## src/rtl/sipo_rx_pkg.sv

```systemverilog
// ============================================================================
// Module   : sipo_rx_pkg
// Brief    : Shared state encodings and line-level constants for the SIPO link.
// Revision : 1.0  initial release
// ============================================================================
`default_nettype none

package sipo_rx_pkg;

    // Encodings are shared with the transmitter side of the link.
    typedef enum logic [1:0] {
        ST_IDLE = 2'd0,
        ST_DATA = 2'd1,
        ST_STOP = 2'd2
    } state_t;

    localparam logic C_LINE_IDLE = 1'b1;
    localparam logic C_START_BIT = 1'b0;
    localparam logic C_STOP_BIT  = 1'b1;

endpackage

`default_nettype wire

```

## src/rtl/sipo_shift.sv

```systemverilog
// ============================================================================
// Module   : sipo_shift
// Brief    : WIDTH-bit enabled shift register; direction chosen by MSB_FIRST.
// Revision : 1.0  initial release
// ============================================================================
`default_nettype none

module sipo_shift #(
    parameter int WIDTH     = 4,
    parameter bit MSB_FIRST = 1'b1
) (
    input  logic             clk_i,
    input  logic             rst_i,
    input  logic             en_i,
    input  logic             d_i,
    output logic [WIDTH-1:0] q_o
);

    logic [WIDTH-1:0] r_q;
    logic [WIDTH-1:0] w_q_next;

    // MSB-first enters at bit 0 and walks up, so the first bit ends in the MSB.
    generate
        if (MSB_FIRST) begin : g_msb_first
            assign w_q_next = {r_q[WIDTH-2:0], d_i};
        end else begin : g_lsb_first
            assign w_q_next = {d_i, r_q[WIDTH-1:1]};
        end
    endgenerate

    always_ff @(posedge clk_i or posedge rst_i) begin
        if (rst_i) begin
            r_q <= '0;
        end else if (en_i) begin
            r_q <= w_q_next;
        end
    end

    assign q_o = r_q;

endmodule

`default_nettype wire

```

## src/rtl/sipo_rx.sv

```systemverilog
// ============================================================================
// Module   : sipo_rx
// Brief    : Framed serial-to-parallel receiver with one-deep valid/ready buffer.
// Revision : 1.0  initial release
// ============================================================================
`default_nettype none

module sipo_rx
    import sipo_rx_pkg::*;
#(
    parameter int WIDTH     = 4,
    parameter bit MSB_FIRST = 1'b1
) (
    input  logic             clk_i,
    input  logic             rst_i,
    input  logic             ser_i,
    input  logic             ser_en_i,
    output logic [WIDTH-1:0] par_o,
    output logic             valid_o,
    input  logic             ready_i,
    output logic             frame_err_o,
    output logic             overrun_o
);

    localparam int CNT_W = $clog2(WIDTH);
    localparam logic [CNT_W-1:0] C_LAST_BIT = CNT_W'(WIDTH - 1);

    state_t           r_state, w_state_next;
    logic [CNT_W-1:0] r_bit_cnt, w_bit_cnt_next;
    logic             w_shift_en;
    logic             w_good;
    logic             w_bad;
    logic [WIDTH-1:0] w_word;
    logic [WIDTH-1:0] r_par;
    logic             r_valid;
    logic             r_frame_err;
    logic             r_overrun;

    sipo_shift #(
        .WIDTH     (WIDTH),
        .MSB_FIRST (MSB_FIRST)
    ) u_shift (
        .clk_i (clk_i),
        .rst_i (rst_i),
        .en_i  (w_shift_en),
        .d_i   (ser_i),
        .q_o   (w_word)
    );

    always_ff @(posedge clk_i or posedge rst_i) begin
        if (rst_i) begin
            r_state   <= ST_IDLE;
            r_bit_cnt <= '0;
        end else begin
            r_state   <= w_state_next;
            r_bit_cnt <= w_bit_cnt_next;
        end
    end

    always_comb begin
        w_state_next   = r_state;
        w_bit_cnt_next = r_bit_cnt;
        w_shift_en     = 1'b0;
        w_good         = 1'b0;
        w_bad          = 1'b0;
        case (r_state)
            ST_IDLE: begin
                if (ser_en_i && (ser_i == C_START_BIT)) begin
                    w_state_next   = ST_DATA;
                    w_bit_cnt_next = '0;
                end
            end
            ST_DATA: begin
                if (ser_en_i) begin
                    w_shift_en = 1'b1;
                    if (r_bit_cnt == C_LAST_BIT) begin
                        w_state_next   = ST_STOP;
                        w_bit_cnt_next = '0;
                    end else begin
                        w_bit_cnt_next = r_bit_cnt + 1'b1;
                    end
                end
            end
            ST_STOP: begin
                if (ser_en_i) begin
                    w_state_next = ST_IDLE;
                    w_good       = (ser_i == C_STOP_BIT);
                    w_bad        = (ser_i != C_STOP_BIT);
                end
            end
            default: w_state_next = ST_IDLE;
        endcase
    end

    // A consume on the same edge as a new word frees the slot, so no overrun.
    always_ff @(posedge clk_i or posedge rst_i) begin
        if (rst_i) begin
            r_par       <= '0;
            r_valid     <= 1'b0;
            r_frame_err <= 1'b0;
            r_overrun   <= 1'b0;
        end else begin
            r_frame_err <= w_bad;
            r_overrun   <= w_good && r_valid && !ready_i;
            if (w_good && (!r_valid || ready_i)) begin
                r_par   <= w_word;
                r_valid <= 1'b1;
            end else if (r_valid && ready_i) begin
                r_valid <= 1'b0;
            end
        end
    end

    assign par_o       = r_par;
    assign valid_o     = r_valid;
    assign frame_err_o = r_frame_err;
    assign overrun_o   = r_overrun;

endmodule

`default_nettype wire

```

## config.mk

```make
export PLATFORM = sky130hd
export DESIGN_NAME = sipo_rx
export DESIGN_NICKNAME = d
export VERILOG_FILES = /design/src/rtl/sipo_rx_pkg.sv /design/src/rtl/sipo_shift.sv /design/src/rtl/sipo_rx.sv
export SDC_FILE = /design/constraint.sdc
export NUM_CORES = 1
export LEC_CHECK = 0
export CAP_MARGIN = 15
export CORE_UTILIZATION = 43
export CTS_CLUSTER_SIZE = 25
export DETAILED_ROUTE_END_ITERATION = 10
export GPL_ROUTABILITY_DRIVEN = 0
export PLACE_DENSITY = 0.78
export SLEW_MARGIN = 20
export SYNTH_ARGS = -nofsm -noshare
export SYNTH_HDL_FRONTEND = slang
export SYNTH_SLANG_ARGS = --single-unit
```

## constraint.sdc

```tcl
create_clock -name clk_i -period 1.15 [get_ports clk_i]
set_input_delay 0.345 -clock clk_i [delete_from_list [all_inputs] [get_ports clk_i]]
set_output_delay 0.345 -clock clk_i [all_outputs]
set_load 0.03 [all_outputs]
```

==> summary.txt <==
CLOCK TREE
-----------------------------------------------------------------------------------------------------
CTS sink count                                                                                     15
Master cell of the clock root buffer                                                         clkbuf_4
H-Tree Level Count                                                                                  1
Clock tree from TritonCTS                                                                       built
Worst-Skew Late Latency                                                                       0.30 ns
Clock slew at reported path FFs                                                               0.10 ns
Clock tree buffer depth                                                                             2
Number of buffers inserted during clock tree synthesis                                              3
Count of hold buffers inserted by post-cts repair                                                   0

WORST SETUP PATH
-----------------------------------------------------------------------------------------------------
Biggest cell delay along the critical path                                                    0.44 ns
Cell chain of the critical path                                                                 buf_6
Top cell family by delay on the critical path                                              flip-flops
Crit path buf inv count                                                                             1
Setup crit start                                                                              valid_o
Destination of the worst register-to-register timing path                                    par_o[2]
Worst-case reg-to-reg path depth                                                                    3
Kind of end point of the critical path                                                     output pin
Crit path max fanout                                                                                2
Slowest-stage cell, CP                                                                        dfrtp_2
Critical Path End                                                                             valid_o
Startpoint of the most critical register-to-register path                                  r_state[0]
Worst Path Arrival                                                                            0.88 ns
Type of the worst setup path                                                             flip-flop to output pin
Required time reported for the critical path endpoint                                         0.81 ns
R2R Setup Slk                                                                                -0.07 ns
Type of origin of the critical path                                                         flip-flop
Total number of cells along the worst setup path                                                    1

DRT
-----------------------------------------------------------------------------------------------------
Iteration-0 DRC count of the detailed router                                                        6
Top layer reached by signal wires                                                                met4
Vias                                                                                              487
Wire length on met3                                                                             58 um
Met2 wire length                                                                               688 um
Number of iterations in the first detailed-routing pass                                             4
M1 wire length                                                                                 566 um
Post-route antenna net violation count                                                              0
Residual DRC count                                                                                  0
Total length of routed wires                                                                  1.36 mm
Average wire per standard cell                                                                14.7 um
Post-detailed-route via-to-cell ratio                                                            5.29

LAYOUT
-----------------------------------------------------------------------------------------------------
Filler Cell Count                                                                                  94
Layout-stage area growth over the synthesis result                                              45.6%
Number of antenna repair diodes                                                                     0
Design area                                                                                   915 um2
Sequential Area                                                                               377 um2
Number of nets in the layout                                                                       84
Leading cell type in the layout, fill and taps excluded                                       dfrtp_1
Fraction of final layout cells sized beyond drive strength 1                                    0.442
Most frequent cells in the layout                                                        14 x dfrtp_1, 10 x nand2_1, 9 x buf_6
Area of the multi-input gates                                                                 278 um2

SYNTHESIS
-----------------------------------------------------------------------------------------------------
Mapped Cells                                                                                       53
Syn Area/Cell                                                                                11.9 um2
Share of the synthesized netlist area taken by xor and xnor gates                                   0
Top cells by area in the synthesized netlist                                             dfrtp_1 60%, nand2_1 8.4%, mux2_2 7.2%
Area of the mapped netlist                                                                    628 um2
Part of the Yosys area used for sequential elements                                             0.598
Flop and latch count out of synthesis                                                              15
Count of distinct cell types in the synthesized netlist                                            18
Combinational family with the most area after synthesis                                  simple AND/OR/NAND/NOR gates
Warnings, synthesis                                                                                 0
Mux share of post-synthesis cell area                                                          0.0717
Compound-cell area share of the yosys netlist                                                  0.0478
Simple-gate share of the synthesized area                                                       0.249
Area share of the largest cell type after synthesis                                             0.598
Cell type with the largest total area after synthesis                                         dfrtp_1
Synth Net Count                                                                                    59
Post-synthesis share of cell area spent on full adders, half adders and majority gates         0.0199

PLACEMENT
-----------------------------------------------------------------------------------------------------
IO buf count                                                                                       11
Worst slack at placement                                                                    -0.519 ns
Half-perimeter wire length after detailed placement                                            863 um
Placed inst area                                                                              801 um2

GRT
-----------------------------------------------------------------------------------------------------
Maximum number of pins on one net before global-route repair                                       16
Vias in the first global route                                                                    470
Antenna violations before repair                                                                    0
Leftover overflow at the end of global routing                                                      0
First-pass GRT wire length                                                                    1.99 mm
Total GRT Usage                                                                                 0.204

PWR
-----------------------------------------------------------------------------------------------------
Peak supply drop                                                                              1110 uV
Power Density                                                                             1960 nW/um2
Leakage power total                                                                          0.492 nW

OUTCOME
-----------------------------------------------------------------------------------------------------
Violations in the final reports                                                          setup timing
Result of the run                                                                        finished, violations left

TIMING
-----------------------------------------------------------------------------------------------------
Final number of hold-violating endpoints                                                            0
Final setup violation count                                                                        11
Final Max Tran Viols                                                                                0
Worst slew pin tran                                                                          0.239 ns
Final critical-path setup slack                                                            -0.0758 ns
Crit share post-route                                                                            1.07
Setup repair after global routing missed its margin                                              true
Slew margin rel.                                                                                0.840
Post-layout minimum cycle time                                                                1.23 ns
Achievable clock frequency                                                                    816 MHz
Fin Clk Skew                                                                               0.00907 ns

DIE
-----------------------------------------------------------------------------------------------------
Total I/O pin count                                                                                12
Floorplan row count                                                                                13
Full die area                                                                                1620 um2
Core outline area                                                                            1330 um2
Initial Util                                                                                    0.471
Die H                                                                                         40.2 um
Die extent in x                                                                               40.2 um

FLOW RUN
-----------------------------------------------------------------------------------------------------
Max-cap violations                                                                                  0

WORST HOLD PATH
-----------------------------------------------------------------------------------------------------
Class of the tightest hold or removal check                                              input port to async pin

[worst min-delay path by stage]
| stage | slack (ns) | endpoint | from |
|---|---|---|---|
| 2_1_floorplan | 0.25 | frame_err_o | rst_i |
| 3_3_place_gp | 0.46 | u_shift.q_o[3] | u_shift.q_o[3] |
| 3_5_place_dp | 0.47 | u_shift.q_o[3] | u_shift.q_o[3] |
| 4_1_cts | 0.36 | r_state[1] | rst_i |
| 5_1_grt | 0.37 | r_state[1] | rst_i |
| 6_report | 0.35 | par_o[3] | rst_i |
[routing by layer]
layer,up-vias,track usage
met2,17,0.331
met4,0,0.150
li1,227,-
met3,6,0.0500
met1,237,0.231
met5,-,0
[cell type report]
| cell class | count | share of cell area |
|---|---|---|
| clock buffers | 3 | 0.0246 |
| clock inverters | 1 | 0.00547 |
| inverters | 1 | 0.00410 |
| multi-input cells | 36 | 0.304 |
| flip-flops and latches | 15 | 0.412 |
| well taps | 15 | 0.0205 |
| repair buffers | 21 | 0.230 |
[through the flow]
stage,hold WS (ns),setup TNS (ns),instances,util,total power (W)
3_3_place_gp,0.462,-5.56,85,0.600,0.00131
5_1_grt,0.367,-0.974,92,0.686,0.00189
3_5_place_dp,0.469,-5.88,85,0.600,0.00135
4_1_cts,0.364,-0.557,92,0.675,0.00175
6_report,0.353,-0.535,92,0.686,0.00179
2_1_floorplan,0.246,-0.253,53,-,0.00113
[report_power, final]
group | leakage [nW] | switching (W) | internal [W]
registers | 0.197 | 0.000134 | 0.000685
logic | 0.278 | 0.000312 | 0.000348
clock network | 0.0177 | 0.000182 | 0.000130
[state kept, by name (all words and copies together), names as in the netlist]
register,count
valid_o,1
overrun_o,1
frame_err_o,1
u_shift.q_o,4
r_bit_cnt,2
r_state,2
par_o,4
[logic make-up (layout without fill, tap and decap cells)]
family	Yosys count	count (layout)
buf+inv	2	26
simple gates	27	27
mux	4	4
fa+ha+maj	1	1
compound gates	4	4
flops	15	15
[cell usage after synthesis]
cell and instances:
inv_1 1, and2_1 1, nand4b_4 1, nor3_1 1
nand3b_1 2, ha_1 1, nor3b_1 1, nor2b_4 1
and3b_1 1, nand2_1 14, dfrtp_1 15, nand2b_1 2
a21oi_1 1, nor2_1 3, a21o_1 1, buf_2 1
mux2_2 4, a22o_1 2
[repair_timing]
action | in CTS | in global routing
endpoints found under the setup margin | 20 | 17
gates cloned | 0 | 0
pin swaps | 3 | 5
setup buffers | 3 | 0
resized for setup | 17 | 5
No activity file was read; power rests on OpenSTA's default activity.
